## src/rtl/vector_operand_collect_pkg.sv

```systemverilog
// Shared types for the register-read stage: FSM states, instruction encodings
// and the slot-index helper used by both the group picker and the top level.
package vector_operand_collect_pkg;

    localparam int VLEN_DEF = 128;
    localparam int NSLOT    = 8;

    typedef enum logic [1:0] {
        ST_IDLE  = 2'd0,
        ST_ISSUE = 2'd1,
        ST_LAST  = 2'd2,
        ST_VALID = 2'd3
    } state_t;

    // cur_inst encoding shared with vector_fetch
    typedef enum logic [2:0] {
        INST_VXOR    = 3'd0,
        INST_VADD    = 3'd1,
        INST_VMUL    = 3'd2,
        INST_VREDSUM = 3'd3,
        INST_VLOAD   = 3'd4,
        INST_VSTORE  = 3'd5,
        INST_VSLIDE  = 3'd6,
        INST_INVALID = 3'd7
    } inst_t;

    // Port p of read group grp carries operand slot grp*nrp+p.
    function automatic logic [2:0] slot_of(input int grp, input int port, input int nrp);
        return 3'(grp * nrp + port);
    endfunction

endpackage

```

## src/rtl/vector_operand_collect_group_pick.sv

```systemverilog
// Combinational search for the next read group that has any slot-mask bit set,
// either from group 0 (from_start) or strictly after cur_grp.
module vector_group_pick
    import vector_operand_collect_pkg::*;
#(
    parameter int NRP = 2,
    localparam int G  = NSLOT / NRP,
    localparam int GW = (G > 1) ? $clog2(G) : 1
) (
    input  logic [7:0]    mask,
    input  logic [GW-1:0] cur_grp,
    input  logic          from_start,
    output logic [GW-1:0] nxt_grp,
    output logic          none_left
);

    logic [G-1:0] nonempty;

    always_comb begin
        nonempty = '0;
        for (int g = 0; g < G; g++) begin
            for (int p = 0; p < NRP; p++) begin
                nonempty[g] = nonempty[g] | mask[slot_of(g, p, NRP)];
            end
        end
    end

    // Scan high to low so the lowest qualifying group is the one left standing.
    always_comb begin
        nxt_grp   = '0;
        none_left = 1'b1;
        for (int g = G - 1; g >= 0; g--) begin
            if (nonempty[g] && (from_start || (g > int'(cur_grp)))) begin
                nxt_grp   = GW'(g);
                none_left = 1'b0;
            end
        end
    end

endmodule

```

## src/rtl/vector_operand_collect.sv

```systemverilog
// Register-read stage: gathers up to eight VRF operands through NRP read ports,
// one read group per cycle, and hands them to execute with valid/ready.
module vector_operand_collect
    import vector_operand_collect_pkg::*;
#(
    parameter int VLEN = VLEN_DEF,
    parameter int NRP  = 2
) (
    input  logic                      clk,
    input  logic                      rst_n,
    input  logic                      in_valid,
    output logic                      in_ready,
    input  logic [7:0][4:0]           in_raddr,
    input  logic [7:0]                in_mask,
    input  logic [2:0]                in_inst,
    output logic [NRP-1:0]            rf_ren,
    output logic [NRP-1:0][4:0]       rf_raddr,
    input  logic [NRP-1:0][VLEN-1:0]  rf_rdata,
    output logic                      out_valid,
    input  logic                      out_ready,
    output logic [7:0][VLEN-1:0]      out_opnd,
    output logic [7:0]                out_mask,
    output logic [2:0]                out_inst,
    output logic                      busy
);

    localparam int G  = NSLOT / NRP;
    localparam int GW = (G > 1) ? $clog2(G) : 1;

    state_t                 state_q, state_d;
    logic [GW-1:0]          grp_q, grp_d;
    logic [7:0]             mask_q;
    inst_t                  inst_q;
    logic [7:0][4:0]        raddr_q;
    logic [7:0][VLEN-1:0]   slot_q;

    logic                   pend_vld_p1;
    logic [GW-1:0]          pend_grp_p1;
    logic [NRP-1:0]         pend_mask_p1;

    logic                   accept;
    logic                   issue;
    logic [7:0]             pick_mask;
    logic                   pick_from_start;
    logic [GW-1:0]          pick_grp;
    logic                   pick_none;

    assign in_ready  = rst_n && (state_q == ST_IDLE);
    assign accept    = in_valid && in_ready;
    assign out_valid = (state_q == ST_VALID);
    assign busy      = (state_q != ST_IDLE);
    assign out_opnd  = slot_q;
    assign out_mask  = mask_q;
    assign out_inst  = inst_q;

    // In IDLE the picker looks at the incoming mask for the first group;
    // afterwards it walks the latched mask past the current group.
    assign pick_from_start = (state_q == ST_IDLE);
    assign pick_mask       = pick_from_start ? in_mask : mask_q;

    vector_group_pick #(
        .NRP (NRP)
    ) u_pick (
        .mask       (pick_mask),
        .cur_grp    (grp_q),
        .from_start (pick_from_start),
        .nxt_grp    (pick_grp),
        .none_left  (pick_none)
    );

    always_comb begin
        state_d  = state_q;
        grp_d    = grp_q;
        issue    = 1'b0;
        rf_ren   = '0;
        rf_raddr = '0;
        case (state_q)
            ST_IDLE: begin
                if (accept) begin
                    if (pick_none) begin
                        state_d = ST_VALID;
                    end else begin
                        state_d = ST_ISSUE;
                        grp_d   = pick_grp;
                    end
                end
            end
            ST_ISSUE: begin
                issue = 1'b1;
                for (int p = 0; p < NRP; p++) begin
                    rf_ren[p]   = mask_q[slot_of(int'(grp_q), p, NRP)];
                    rf_raddr[p] = mask_q[slot_of(int'(grp_q), p, NRP)]
                                ? raddr_q[slot_of(int'(grp_q), p, NRP)] : 5'd0;
                end
                if (pick_none) begin
                    state_d = ST_LAST;
                end else begin
                    grp_d = pick_grp;
                end
            end
            ST_LAST: begin
                state_d = ST_VALID;
            end
            ST_VALID: begin
                if (out_ready) begin
                    state_d = ST_IDLE;
                end
            end
            default: begin
                state_d = ST_IDLE;
            end
        endcase
    end

    // Stage p1: group and port mask of the read issued last cycle, aligned
    // with the returning rf_rdata.
    always_ff @(posedge clk) begin
        if (accept) begin
            raddr_q <= in_raddr;
        end
        if (issue) begin
            pend_grp_p1  <= grp_q;
            pend_mask_p1 <= rf_ren;
        end
    end

    always_ff @(posedge clk) begin
        if (!rst_n) begin
            state_q     <= ST_IDLE;
            grp_q       <= '0;
            pend_vld_p1 <= 1'b0;
            mask_q      <= '0;
            inst_q      <= INST_VXOR;
            slot_q      <= '0;
        end else begin
            state_q     <= state_d;
            grp_q       <= grp_d;
            pend_vld_p1 <= issue;
            if (accept) begin
                mask_q <= in_mask;
                inst_q <= inst_t'(in_inst);
                slot_q <= '0;
            end else if (pend_vld_p1) begin
                for (int p = 0; p < NRP; p++) begin
                    if (pend_mask_p1[p]) begin
                        slot_q[slot_of(int'(pend_grp_p1), p, NRP)] <= rf_rdata[p];
                    end
                end
            end
        end
    end

endmodule
```

## config.mk

```make
export PLATFORM = sky130hd
export DESIGN_NAME = vector_operand_collect
export DESIGN_NICKNAME = d
export VERILOG_FILES = /design/src/rtl/vector_operand_collect_pkg.sv /design/src/rtl/vector_operand_collect_group_pick.sv /design/src/rtl/vector_operand_collect.sv
export SDC_FILE = /design/constraint.sdc
export NUM_CORES = 2
export LEC_CHECK = 0
export ABC_AREA = 0
export CAP_MARGIN = 10
export CORE_AREA = 2 2 530 532
export DETAILED_ROUTE_END_ITERATION = 6
export DIE_AREA = 0 0 532 534
export PLACE_DENSITY = 0.37
export RECOVER_POWER = 25
export SLEW_MARGIN = 20
export SYNTH_ARGS = -nofsm -noshare
export SYNTH_HDL_FRONTEND = slang
export SYNTH_SLANG_ARGS = --single-unit
```

## constraint.sdc

```tcl
create_clock -name clk -period 4.01 [get_ports clk]
set_input_delay 0.802 -clock clk [delete_from_list [all_inputs] [get_ports clk]]
set_output_delay 0.802 -clock clk [all_outputs]
set_load 0.03 [all_outputs]
```

==> flow_metrics.env <==
export IMPL_cts_buffers=145
export IMPL_clock_fmax_ghz=0.2616
export IMPL_avgSynthCellArea_um2=8.082
export IMPL_fp_row_count=194
export IMPL_via_count=37290
export IMPL_synth_seq_area_share=0.5904
export IMPL_pre_cts_slack_ns=0.8884
export IMPL_hp_class="reg2reg"
export IMPL_cts_sinks=1084
export IMPL_comb_power_share=0.126
export IMPL_tritoncts="built"
export IMPL_power_frac_clock=0.464
export IMPL_power_density_nw_per_um2=457.1
export IMPL_first_pass_iters=5
export IMPL_cts_max_level=4
export IMPL_area_growth_syn_to_layout_pct=60.12
export IMPL_hpwl_mm=175.3
export IMPL_detail_route_wl_per_cell_um=23.84
export IMPL_hold_viol=0
export IMPL_slew_viol_final=195
export IMPL_routabilityCongestion=0.8167
export IMPL_setup_worst_path_start_class="flip-flop"
export IMPL_rsz0062_at_grt="false"
export IMPL_final_setup_skew_ns=0.06449
export IMPL_port_buffers=1360
export IMPL_vdd_ir_drop_worst_mv=0.2883
export IMPL_synth_top_area_share=0.5552
export IMPL_worstSetupEndpointType="primary output"
export IMPL_mappedNetlistArea_um2=37500
export IMPL_cts_max_path_buffers=4
export IMPL_synth_area_top_cells="dfxtp_1 (56%), nand2_1 (21%), a21oi_1 (14%)"
export IMPL_ys_warnings_count=0
export IMPL_cap_violations=2
export IMPL_die_area_um2=284100
export IMPL_setup_slack_ns=0.1875
export IMPL_die_h_um=534
export IMPL_cp_slowest_cell="mux4_2"
export IMPL_drc=0
export IMPL_ant_nets=0
export IMPL_fin_crit_sh=0.9532
export IMPL_tightest_slew_ns=1.764
export IMPL_synthCells=4640
export IMPL_drt_iter0_drc=2086
export IMPL_nets=6235
export IMPL_antenna_found_initial=69
export IMPL_ys_flop_type="dfxtp_1"
export IMPL_core_area_um2=278400
export IMPL_cts_root_buf="clkbuf_16"
export IMPL_clk_latency_ns=0.81
export IMPL_synth_nets=4956
export IMPL_fillers=30740
export IMPL_synth_top_area_cell="dfxtp_1"
export IMPL_fin_tns_setup_ns=0
export IMPL_status="finished with violations"
export IMPL_clk_pin_slew_ns=0.06
export IMPL_io_pins=1361
export IMPL_ys_types=35
export IMPL_overflow=0
export IMPL_slowest_delay_ns=0.68
export IMPL_violations="capacitance limit, slew limit"
export IMPL_worstPathMaxFanout=12
export IMPL_crit_start="grp_q[0]"
export IMPL_crit_chain="buf_4 -> mux4_2 -> and3_1 -> clkdlybuf4s50_1"
export IMPL_drive_gt1_frac=0.05866
export IMPL_p_int_mw=19.58
export IMPL_wirelength_mm=232.6
export IMPL_ys_async_sr_fraction=0
export IMPL_die_w_um=532
export IMPL_grtUsageTotal=0.1562
export IMPL_worstReg2RegStart="state_q[1]"
export IMPL_hp_start="out_opnd[966]"
export IMPL_initial_utilization=0.1347
export IMPL_grt_max_degree=132
export IMPL_arrival_ns=3.02
export IMPL_grt_first_pass_wirelength_mm=313.9
export IMPL_grt_pass1_vias=36060
export IMPL_viasPerCell=3.822
export IMPL_min_period_ns=3.823
export IMPL_setup_viol=0
export IMPL_max_slew_margin_rel=-0.1759
export IMPL_seqPwrFrac=0.410
export IMPL_crit_type="reg2out"
export IMPL_p_sw_frac=0.2868
export IMPL_ys_ff_latch=1084
export IMPL_p_sw_mw=7.871
export IMPL_synth_edf_count=44
export IMPL_required_ns=3.21
export IMPL_p_leak_nw=18.46
-- cells by family after synthesis --
| logic type | Yosys count | share of synthesized area |
|---|---|---|
| flip-flops | 1084 | 0.5904 |
| multiplexers | 15 | 0.008041 |
| adder cells (fa/ha/maj) | 5 | 0.001668 |
| AND/OR/NAND/NOR | 2129 | 0.2154 |
| buffers and inverters | 356 | 0.04257 |
| AO/OA/AOI/OAI | 1051 | 0.1419 |
-- area by class of cell --
type / instances / area (um^2) / share of cell area
Sequential cell: 1084 / 22140 / 0.3688
Tap cell: 3724 / 4659 / 0.07760
Antenna cell: 15 / 37.54 / 0.0006251
Inverter: 8 / 30.03 / 0.0005001
Clock inverter: 31 / 321.6 / 0.005355
Clock buffer: 215 / 4237 / 0.07056
Multi-Input combinational cell: 3200 / 13870 / 0.2310
Timing Repair Buffer: 1480 / 14750 / 0.2456
-- final timing paths --
path | end | slack [ns] | cells past startpoint
worst max-delay path | rf_raddr[2] | 0.19 | 4
worst min-delay path | out_opnd[966] | 0.45 | 2
worst max register to register | out_opnd[689] | 0.43 | 6
worst min register to register | out_opnd[966] | 0.45 | 2
-- cells in the mapped netlist, drive strengths merged (2+ instances only) --
master,count
o31ai,2
nand3,4
a21oi,1025
ha,5
clkbuf,124
mux2i,2
nor2,15
nor2b,4
edfxtp,44
nand4,2
nand2,2086
nand2b,3
mux4,12
o21ai,15
o31a,2
and2,2
buf,224
inv,8
and3,10
dfxtp,1040
-- power groups by stage --
stage          registers, mW  clock network, mW  logic, mW
4_1_cts                 11.3               13.2       3.62
2_1_floorplan           11.7                  0       1.45
5_1_grt                 11.3               13.6       3.69
6_report                11.3               12.7       3.45
3_5_place_dp            11.5                  0       3.61
3_3_place_gp            11.5                  0       3.61
-- cell usage in the layout (no fill, tap or decap), drive strengths merged, types with 2 or more instances in the layout --
cell type         n
nand2          2086
o31a              2
and3             10
clkinv           22
nand3             4
mux4             12
edfxtp           44
nand4             2
buf             100
clkdlybuf4s50  1320
nor2b             4
nor2             15
nand2b            3
mux2i             2
bufinv            3
o31ai             2
inv              13
dlygate4sd3      40
o21ai            15
diode            15
dfxtp          1040
and2              2
ha                5
clkbuf          235
a21oi          1025
-- per-layer routing --
metal | up-vias | GRT usage | routed length, um
met5 | - | 0 | 236
met4 | 34 | 0.04928 | 7629
met3 | 323 | 0.06280 | 22770
met2 | 1459 | 0.2542 | 106500
met1 | 17930 | 0.1870 | 95410
li1 | 17540 | - | -
-- critical path, delay by kind of cell (launching register included) --
family        cells  cell delay (ns)
flops             1             0.41
simple gates      1             0.25
buf+inv           2             0.92
mux               1             0.68
-- registers in the layout, summed over array words and instances (netlist names) --
name / cells
out_inst: 3
out_opnd: 1024
pend_vld_p1: 1
out_mask: 8
pend_grp_p1: 2
state_q: 2
pend_mask_p1: 2
raddr_q: 40
grp_q: 2
-- per-stage QoR --
stage          cells  hold WS, ns  utilization  area [um^2]  power (mW)
5_1_grt         9747       0.4667       0.2156        60020       28.58
4_1_cts         9742       0.4529       0.2161        60170       28.09
2_1_floorplan   4640       0.4095            -        37500       13.19
3_5_place_dp    9496       0.4454       0.1997        55610       15.10
3_3_place_gp    9495       0.4406       0.1997        55590       15.09
6_report        9757       0.4512       0.2157        60040       27.45
-- what timing repair did --
item / in CTS / in global routing
gates resized for setup: 0 / 1
endpoints found under the hold margin: 0 / 0
hold buffers: 0 / 0
setup buffers: 0 / 0
endpoints found under the setup margin: 0 / 11
Power figures use the tool's default switching activity.
